<file path="src/rtl/pcie_write_mod.sv">
// pcie_write_mod: streams FPGA words through a small FIFO into consecutive RAM addresses from a programmed base.
module pcie_write_mod #(
  parameter int ADDR_W = 11,
  parameter int DATA_W = 32,
  parameter int FIFO_DEPTH = 4
) (
  input  logic              clk,
  input  logic              rst_n,
  input  logic              enable,
  input  logic              start,
  input  logic [ADDR_W-1:0] base_addr,
  input  logic [ADDR_W:0]   length,
  input  logic [DATA_W-1:0] FPGA_data,
  input  logic              FPGA_valid,
  output logic              FPGA_ready,
  output logic [ADDR_W-1:0] RAM_addr,
  output logic [DATA_W-1:0] RAM_data,
  output logic              RAM_we,
  input  logic              RAM_ready,
  output logic              busy,
  output logic              done,
  output logic [ADDR_W:0]   words_written
);
  localparam int PW = $clog2(FIFO_DEPTH);
  typedef enum logic [1:0] {IDLE, RUN, DONE} state_t;
  state_t state, state_nx;
  logic [DATA_W-1:0] mem [FIFO_DEPTH];
  logic [PW:0] rd_ptr, wr_ptr;
  logic [ADDR_W-1:0] wptr;
  logic [ADDR_W:0] target, accepted;
  logic full, empty, push, pop, load;
  assign empty = wr_ptr == rd_ptr;
  assign full = (wr_ptr - rd_ptr) == (PW+1)'(FIFO_DEPTH);
  assign load = state == IDLE && start;
  assign FPGA_ready = enable && state == RUN && !full && accepted < target;
  assign RAM_we = enable && !empty;
  assign RAM_data = mem[rd_ptr[PW-1:0]];
  assign RAM_addr = wptr;
  assign busy = state != IDLE;
  assign done = state == DONE;
  assign push = FPGA_valid && FPGA_ready;
  assign pop = RAM_we && RAM_ready;
  always_comb begin
    state_nx = state;
    if (state == IDLE)
      state_nx = start ? (length == '0 ? DONE : RUN) : IDLE;
    else if (state == RUN)
      state_nx = (pop && words_written + (ADDR_W+1)'(1) == target) ? DONE : RUN;
    else
      state_nx = IDLE;
  end
  always_ff @(posedge clk or negedge rst_n) begin
    if (!rst_n) begin
      state <= IDLE;
      rd_ptr <= '0;
      wr_ptr <= '0;
      wptr <= '0;
      target <= '0;
      accepted <= '0;
      words_written <= '0;
      for (int i = 0; i < FIFO_DEPTH; i++) mem[i] <= '0;
    end else begin
      state <= state_nx;
      if (load) begin
        wptr <= base_addr;
        target <= length;
        accepted <= '0;
        words_written <= '0;
      end
      if (push) begin
        mem[wr_ptr[PW-1:0]] <= FPGA_data;
        wr_ptr <= wr_ptr + 1'b1;
        accepted <= accepted + 1'b1;
      end
      if (pop) begin
        rd_ptr <= rd_ptr + 1'b1;
        wptr <= wptr + 1'b1;
        words_written <= words_written + 1'b1;
      end
    end
  end
endmodule

</file>
<file path="config.mk">
export PLATFORM = sky130hd
export DESIGN_NAME = pcie_write_mod
export DESIGN_NICKNAME = d
export VERILOG_FILES = /design/src/rtl/pcie_write_mod.sv
export SDC_FILE = /design/constraint.sdc
export NUM_CORES = 1
export LEC_CHECK = 0
export CORE_ASPECT_RATIO = 0.5
export CORE_UTILIZATION = 50
export CTS_BUF_LIST = sky130_fd_sc_hd__clkbuf_2 sky130_fd_sc_hd__clkbuf_4 sky130_fd_sc_hd__clkbuf_8
export DETAILED_ROUTE_END_ITERATION = 12
export GPL_TIMING_DRIVEN = 1
export PLACE_DENSITY_LB_ADDON = 0.08
export SYNTH_ARGS = -nofsm -noshare
export SYNTH_HDL_FRONTEND = slang
export SYNTH_SLANG_ARGS = --single-unit
</file>
<file path="constraint.sdc">
create_clock -name clk -period 3.8 [get_ports clk]
set_clock_uncertainty 0.15 [all_clocks]
set_input_delay 0.76 -clock clk [delete_from_list [all_inputs] [get_ports clk]]
set_output_delay 0.76 -clock clk [all_outputs]
set_load 0.01 [all_outputs]
</file>
Word-level counts from Yosys, hierarchy flattened
Index checks and enable logic that the tools add are counted.
{"block": "totals", "in_bits": 61, "wordCells": 60, "ff_bits": 183, "out_inout_bits": 59}
{"block": "op_classes", "muxes": 16, "reduce_logical": 16, "eq_ne": 5, "bitwise": 2, "add_sub_neg": 6, "magnitude_cmp": 4}
{"operator": "$bwmux 128", "n": 1}
{"operator": "$mux 32", "n": 3}
{"operator": "$bmux 32 s2", "n": 1}
{"operator": "$demux 32 s2", "n": 1}
{"operator": "$mux 12", "n": 3}
{"operator": "$add 12x1->12 const B", "n": 2}
{"operator": "$mux 11", "n": 2}
{"operator": "$eq 12x12->1", "n": 1}
{"operator": "$logic_not 12->1", "n": 1}
{"operator": "$lt 12x12->1", "n": 1}
{"operator": "$add 11x1->11 const B", "n": 1}
{"operator": "$mux 2", "n": 5}
{"operator": "$logic_and 1x1->1", "n": 9}
{"operator": "$add 3x1->3 const B", "n": 2}
{"operator": "$ge 3x3->1 const B", "n": 2}
{"operator": "$not 2->3", "n": 2}
{"operator": "$reduce_bool 2->1", "n": 3}
{"operator": "$eq 3x3->1", "n": 1}
{"operator": "$eq 3x3->1 const B", "n": 1}
{"operator": "$lt 3x1->1 const B", "n": 1}
{"operator": "$sub 3x3->3", "n": 1}
{"operator": "$eq 2x1->1 const B", "n": 1}
{"operator": "$eq 2x2->1 const B", "n": 1}
{"operator": "$logic_not 1->1", "n": 2}
{"operator": "$logic_not 2->1", "n": 1}

Longest topological paths before layout
{"block": "logic_depth", "word_depth": 8, "depth_mapped": 12, "depth_no_buf": 8}

Worst setup path before layout
No wires, ideal clock.
{"block": "synth_path", "kind": "register -> register", "from": "reg rd_ptr[1]", "to": "reg words_written[6]", "t_arrival_ns": 2.530, "setup_ns": 0.110, "slack_ns": 1.010, "path_buffers": 4, "period_less_slack_ns": 2.790, "required_time_ns": 3.540, "path_stages_with_launch": 12, "cell_sequence": "dfrtp_1 clkbuf_1 clkbuf_1 inv_1 ha_1 nand2_1 o211a_1 clkbuf_1 nor2_1 clkbuf_1 o21ai_0 o41ai_1"}
{"block": "synth_between", "elab_chain_len": 5, "elab_cells_between_ends": 6, "classes_between": "1 x eq/ne; 1 x mux; 4 x reduce/logical"}
{"item": "from (decl)", "line": "28", "source": "logic [PW:0] rd_ptr, wr_ptr;"}
{"item": "from (signal assigned)", "line": "76", "source": "rd_ptr <= rd_ptr + 1'b1;"}
{"item": "$eq 3x3->1 *", "line": "32", "source": "assign empty = wr_ptr == rd_ptr;"}
{"item": "$logic_not 1->1 *", "line": "36", "source": "assign RAM_we = enable && !empty;"}
{"item": "$logic_and 1x1->1 *", "line": "36"}
{"item": "$logic_and 1x1->1 *", "line": "42", "source": "assign pop = RAM_we && RAM_ready;"}
{"item": "$mux 12 / $reduce_bool 2->1 (equally long branches)"}
{"item": "to (signal assigned)", "line": "78", "source": "words_written <= words_written + 1'b1;"}
{"item": "to (decl)", "line": "22", "source": "output logic [ADDR_W:0] words_written"}
Every way passes the cells marked *; elsewhere a longest branch is shown, timed or not.
A chain may end at the register's enable or synchronous reset.

Final worst setup path
{"block": "layout_path", "from": "reg target[5]", "to": "out FPGA_ready"}
{"block": "layout_between", "elab_chain_len": 2}
{"item": "from (decl)", "line": "30", "source": "logic [ADDR_W:0] target, accepted;"}
{"item": "from (signal assigned)", "line": "66", "source": "target <= length;"}
{"item": "$lt 12x12->1", "line": "35", "source": "assign FPGA_ready = enable && state == RUN && !full && accepted < target;"}
{"item": "$logic_and 1x1->1", "line": "35"}
{"item": "to (decl)", "line": "15", "source": "output logic FPGA_ready,"}
No other way between the ends.

==> impl_results.md <==
- CTS root buffer: clkbuf_8
- Ports: 120
- Crit path time final: 3580 ps
- Syn nets: between 700 and 800
- Worst skew pair latency: about 460 ps
- Synth async-reset ratio: 100%
- Worst relative slew slack: 53.2%
- H-tree Lvls: 4
- Final setup viols: 0
- Crit end category: output port
- Worst slew pin tran: 702 ps
- Pwr per Cell Area: 742 nW/um^2
- Final hold violation count: 0
- WP data arrival: 2670 ps
- Gr ovfl total: 0
- Max-slew violations: 0
- Die area: 18700 sq um
- Worst hold slack: 126 ps
- CP Class: reg2out
- Fmax achieved: between 200 and 300 MHz
- Number of fill cells in the layout: 1422
- Startpoint Class: flop
- Slowest stage cell, crit path: clkdlybuf4s50_1
- Post-layout util: 61.9%
- Min-delay worst type: in2async
- Failing checks: DRC
- Hold buffers post-CTS: 0
- First-pass GRT wire length: ~33000 microns
- FP Rows: 34
- Critical path peak fanout: 2
- Power Total: 8.06 mW
- CTS tree: built
- Max clock buf depth: 2
- CTS sink cnt: 183
- ANT cells: 0
- Pre-antenna DRT Iters: 9
- Share of layout cells above drive strength 1: 26.6%
- Num CTS Buffers: 17
- RSZ-0062 raised after global routing: false
- GRT Total Usage: a little under a quarter
- Cells after Synth: about 700
- Peak supply drop: between 300 and 400 uV
- Crit-path cells: inv_1 > ha_1 > a21o_1 > a21o_1 > a221oi_2 > o211a_1 > clkdlybuf4s50_1
- Post-synth EDFFs: 0
- Max Cap Viol: 0
- Mapped Area: 9080 sq um
- Die H: 97.3 microns
- Status: complete, but fails checks
- Clk slew on worst S/H paths: 110 ps
- Synth unique cells: 51
- 1st-iter DRT viols: 340
- RePlAce Congestion: 0.821
- DR WL/cell: 18.4 microns
- Drt total wl: ~20000 microns
- Layout area overhead: 19.7%
- Warnings from Yosys: 0
- Via count: ~6000
- Final Cycle Share: 94.2%
- Setup TNS: 0 ps
- Initial antenna violation count: 0
- Number of global-route vias before repair: 6353
- Placed Area: 10500 sq um
- Most used flip-flop cell after synthesis: dfrtp_1
- Multi-input logic area: between 4000 and 5000 sq um
- Design area: 10900 sq um
- WP buf/inv: 2
- Core area: around 18000 sq um
- Vias per inst: 5.64
- P_leak: 4.80 nW
- Sequential cell area: 4580 sq um
- Avg Inst Size Synth: 13.0 sq um
- Most used cell, CP: a21o_1
- Register area share after synthesis: 50.4%
- Register bit total from synthesis: 183
- Largest net degree at the start of global routing: 65
- Starting Density: 51.7%
- Slowest Stage Delay on Critical Path: 540 ps
- Hpwl dp: 12900 microns
- Post-route DRC: 7
- Required time worst endpoint: 2890 ps
- Width of the die: 193 microns
- Crit path max-delay family: compound AO/OA/AOI/OAI gates
- Nets@finish: around 900
- Post-detailed-route count of antenna-violating nets: 0
- Port Buffers: 119
[cells in the mapped netlist (2+ instances only)]
library cell  count  area share (%)
dfrtp_1         183              50
mux2_2          102              13
nand2_1          51             2.1
nor2_1           39             1.6
o21ai_0          38             2.1
mux4_2           32             7.9
mux2_4           29             4.8
ha_1             22             3.0
inv_1            21            0.87
nand3_1          17            0.94
and3_1           16             1.1
buf_6            13             1.6
clkbuf_1         13            0.54
xnor2_1          13             1.3
a21oi_1          10            0.55
a221o_1           7            0.77
nand4_1           7            0.48
xor2_1            7            0.68
a31oi_1           6            0.41
buf_1             6            0.25
nor4_1            6            0.41
o31ai_1           6            0.50
a211oi_1          5            0.41
nor3_1            5            0.28
and2_1            4            0.28
mux2i_1           4            0.44
nor2b_1           4            0.28
buf_4             3            0.25
o211a_1           3            0.33
o22ai_1           3            0.21
a21o_1            2            0.17
nor3b_1           2            0.17
o21a_1            2            0.17
o221a_2           2            0.25
or3_1             2            0.14
[metal layers]
| metal | share of wire, % | GRT usage [%] |
|---|---|---|
| met1 | 48 | 31.7 |
| met3 | 3.4 | 4.73 |
| met5 | 0 | 0 |
| met2 | 48 | 36.4 |
| met4 | 0.85 | 4.85 |
[report_power, final]
part / leakage (nW) / internal, mW / switching, mW
sequential: 2.19 / 2.73 / 0.509
combinational: 2.40 / 2.18 / 1.31
clock: 0.205 / 0.518 / 0.811
total: 4.80 / 5.43 / 2.63
[layout make-up]
| class | instances | share of cell area, % |
|---|---|---|
| clock inverter | 14 | 1.36 |
| inverter | 21 | 0.725 |
| timing repair buffer | 135 | 12.3 |
| multi-input combinational | 461 | 38.5 |
| tap | 234 | 2.69 |
| sequential | 183 | 42.1 |
| clock buffer | 18 | 2.28 |
[repair_timing]
| item | in CTS | in global routing |
|---|---|---|
| resized for setup | 0 | 1 |
| setup buffers | 0 | 1 |
| endpoints found under the setup margin | 0 | 1 |
[worst reg2reg max path, stage by stage (launching register included)]
cell,delay [ps]
dfrtp_1,390
inv_1,90
ha_1,310
a21o_1,180
a21o_1,190
a221oi_2,310
o211a_1,340
buf_4,320
nor2_1,190
a221o_1,390
[sequential cells by signal (all words and copies together) (netlist names)]
name / count
wr_ptr: 3
mem: 128
rd_ptr: 3
RAM_addr: 11
accepted: 12
target: 12
words_written: 12
state: 2
[cell usage in the layout, fill, tap and decap left out, types with 21 or more instances in the layout]
cell type        count
nor2_1              39
dfrtp_1            182
mux2_2             102
nand2_1             51
mux2_4              29
clkdlybuf4s50_1    118
inv_1               21
mux4_2              32
o21ai_0             38
ha_1                22
[logic make-up after synthesis]
| kind of cell | after synthesis | synth area share (%) |
|---|---|---|
| AOI/OAI and AO/OA | 92 | 6.70 |
| xor gates and xnor gates | 21 | 2.11 |
| adders and majority gates | 22 | 3.03 |
| buffers and inverters | 57 | 3.57 |
| DFF | 183 | 50.4 |
| muxes | 167 | 25.8 |
| and+or+nand+nor | 159 | 8.34 |
[final timing paths]
path	to	start	cells past startpoint	slack (ps)
setup / recovery	FPGA_ready	target[5]	7	220
setup reg to reg	accepted[4]	target[5]	9	840
hold reg to reg	mem[56]	mem[56]	1	360
min in group clk	mem[56]	mem[56]	1	360
hold / removal	words_written[4]	rst_n	1	130
max in group asynchronous	mem[35]	rst_n	2	2460
[metrics by stage]
| step | instances | worst slack [ps] |
|---|---|---|
| after global routing | 1066 | 75.1 |
| after global placement | 1033 | 460 |
| final | 1066 | 220 |
| after detailed placement | 1033 | 452 |
| after CTS | 1065 | 103 |
| after floorplan | 701 | 1010 |
Note: power is estimated with default switching activity, not from simulation.
==> variant 1 (config.mk and constraints unchanged) <==
Set the parameter `ADDR_W` to 13 (it was 11).
--- a/src/rtl/pcie_write_mod.sv
+++ b/src/rtl/pcie_write_mod.sv
@@ -1,6 +1,6 @@
 // pcie_write_mod: streams FPGA words through a small FIFO into consecutive RAM addresses from a programmed base.
 module pcie_write_mod #(
-  parameter int ADDR_W = 11,
+  parameter int ADDR_W = 13,
   parameter int DATA_W = 32,
   parameter int FIFO_DEPTH = 4
 ) (
Interface: changed (resized RAM_addr, base_addr, length and words_written); port bits go from 120 to 128. No check against the original RTL was run, so the function may have changed too.
==> variant 1 against the unedited design <==
Die area up 11%. Synthesized cell count grew 10%. Largest cell class is now multi-input gates. Routed wire length rose by 14%. Hold slack worse by 0.026 ns. First-iteration DRC count shrank 12%. Power grew 15%. Clock power up 6%. Worst setup slack worse by 0.0060 ns. Sequential share of layout area shrank 2.2 points. Register-to-register slack gained 0.11 ns. Sequential cell count increased by 8. Synthesized area grew 11%. Cell area up 10%. Largest power group unchanged.
==> variant 1: results <==
group,metric,value,unit
drt,drtIter0Drc,300,
placed_design,portBuffers,127,
grt,grt_pass1_wl,36.3,mm
drt,vias,6608,
synth,synth.distinct_cells,59,
pwr,seq_power,3.53,mW
pwr,vdd_drop_max,0.331,mV
drt,drt_wl_total,22.3,mm
synth,ys_top_cells_by_area,"dfrtp_1 47%, mux2_4 18%, mux4_2 7.1%",
clocking,clock_latency,0.49,ns
finish,buf_share,0.127,
critical_path,rrSetupSlack,0.95,ns
placed_design,dp.cells,1145,
sta,relSlewSlack,0.328,
synth,synthTopCellsByCount,"191 x dfrtp_1, 119 x mux2_4, 53 x nand2_1",
pwr,leakagePower,5.13,nW
grt,grt_usage,0.228,
finish,inv_count,25,
grt,grt_max_degree,66,
finish,drive_gt1_frac,0.252,
pwr,clkPwrFrac,0.152,
run_status,status,"complete, no violations",
finish,multi_input_area_share,0.403,
pwr,internal-power,6.23,mW
synth,postSynthAreaPerCell,13.1,µm²
finish,nFillCells,1596,
finish,nNetsFinal,986,
critical_path,r2r-start,"accepted[4]",
finish,register_area,4780,µm²
[variant 1: per-layer routing]
layer | vias to the layer above | global-route usage | share of wire
met2 | 155 | 0.336 | 0.44
met5 | - | 0 | 0
met1 | 3359 | 0.342 | 0.50
met4 | 0 | 0.0729 | 0.012
li1 | 3075 | - | -
met3 | 19 | 0.0430 | 0.040
[variant 1: cell families after synthesis]
kind of cell / after synthesis / share of synthesized area
AO/OA/AOI/OAI: 119 / 0.0772
XOR/XNOR: 22 / 0.0198
adder cells (fa/ha/maj): 23 / 0.0285
buffers and inverters: 68 / 0.0481
flip-flops: 191 / 0.474
multiplexers: 161 / 0.260
AND/OR/NAND/NOR: 188 / 0.0932
[variant 1: worst max-delay path by stage]
stage | start | to | slack (ns) | cells past startpoint
2_1_floorplan | rd_ptr[1] | mem[10] | 0.87 | 13
3_3_place_gp | enable | FPGA_ready | 0.22 | 7
3_5_place_dp | enable | FPGA_ready | 0.24 | 7
4_1_cts | accepted[4] | FPGA_ready | 0.18 | 7
5_1_grt | target[11] | FPGA_ready | 0.1 | 8
6_report | accepted[4] | FPGA_ready | 0.21 | 7
[variant 1: critical path: stages, from the launching register on]
cell and delay, ns:
dfrtp_1 0.47, ha_1 0.33, a21o_1 0.18, a21oi_1 0.13, o21ai_1 0.09, a211o_4 0.35
inv_4 0.10, clkdlybuf4s50_1 0.54
[variant 1: metrics by stage]
stage	area, µm²	hold WS [ns]	util	power [mW]	worst slack, ns
3_3_place_gp	11600	0.335	0.590	7.84	0.224
6_report	12000	0.0996	0.611	9.28	0.214
3_5_place_dp	11600	0.340	0.590	7.92	0.244
5_1_grt	12000	0.113	0.611	9.86	0.0993
2_1_floorplan	10100	0.314	-	6.37	0.872
4_1_cts	12000	0.0928	0.611	9.37	0.178
==> variant 2 (config.mk and constraints unchanged) <==
Without the edit above. Reset style: synchronous (`rst_n`), changed in one clocked block.
--- a/src/rtl/pcie_write_mod.sv
+++ b/src/rtl/pcie_write_mod.sv
@@ -49,7 +49,7 @@
     else
       state_nx = IDLE;
   end
-  always_ff @(posedge clk or negedge rst_n) begin
+  always_ff @(posedge clk) begin
     if (!rst_n) begin
       state <= IDLE;
       rd_ptr <= '0;
Behaviour: differs if rst_n is asserted again (counterexample within 4 cycles, from zero or initial values and one cycle with rst_n low); with rst_n held inactive, the same outputs for 4 cycles.
==> variant 2 against the unedited design <==
Cell area increased by 0.63%. Die area decreased by 1.3%. Worst setup slack improved by 0.030 ns. Synthesized cell count increased by 15%. Fmax increased by 0.85%. Sequential cell count increased by 2. Synthesized area decreased by 1.4%. Routed wire length increased by 9.7%. Critical path depth increased by 1. Critical path type unchanged.
Power is not compared: it rests on default switching activity, and its combinational part moved more than twofold at a synthesized area within 25%.
==> variant 2: results <==
group,metric,value,unit
run_status,status,"complete, no violations",
synth,synth.distinct_cells,58,
placed_design,dp_hpwl,13.7,mm
min_path,hold_path.class,"register to register",
drt,vias_per_cell,5.76,
finish,inv_count,49,
critical_path,rr_endpoint,"mem[0][1]",
sta,max_slew.worst_pin.slew,0.773,ns
synth,ys_top_cells_by_area,"edfxtp_1 43%, dfxtp_1 13%, mux4_2 8.0%",
drt,wl_per_cell,18.5,µm
placed_design,placed_area,10500,µm²
grt,grt_pass1_wl,34.8,mm
finish,nNetsFinal,993,
finish,drive_gt1_frac,0.115,
grt,grt_use_met2,0.410,
critical_path,r2r-start,"target[1]",
sta,timing.final.ws_setup,0.250,ns
finish,nFillCells,1410,
synth,async_flop_share,0,
grt,grt_max_degree,80,
floorplanning,start_util,0.513,
critical_path,cp_max_fo,4,
finish,multi_input_cells,517,
finish,buf_share,0.132,
grt,grt_usage,0.243,
placed_design,dp.cells,1129,
drt,wl_met3,1.18,mm
## variant 2: cells by family (layout without fill, tap and decap cells)
| logic type | count (synthesis) | in the layout | share of synthesized area |
|---|---|---|---|
| adders and majority gates | 18 | 18 | 0.0251 |
| DFF | 185 | 185 | 0.557 |
| and+or+nand+nor | 318 | 318 | 0.180 |
| buffers and inverters | 104 | 225 | 0.0454 |
| muxes | 34 | 34 | 0.0827 |
| xor gates and xnor gates | 19 | 19 | 0.0194 |
| AOI/OAI and AO/OA | 128 | 128 | 0.0907 |
## variant 2: critical path, stage by stage (launching register included)
cell and delay, ns:
dfxtp_1 0.38, inv_1 0.07, ha_1 0.31, a21o_1 0.16, a21o_1 0.19, a221oi_2 0.27
o21ai_1 0.13, nor2_1 0.13, clkdlybuf4s50_1 0.55
## variant 2: report_power, final
part / switching (mW) / internal (mW) / leakage (nW)
logic: 0.225 / 0.200 / 1.89
registers: 0.0384 / 2.22 / 1.79
clock network: 0.803 / 0.566 / 0.209
total: 1.07 / 2.98 / 3.89
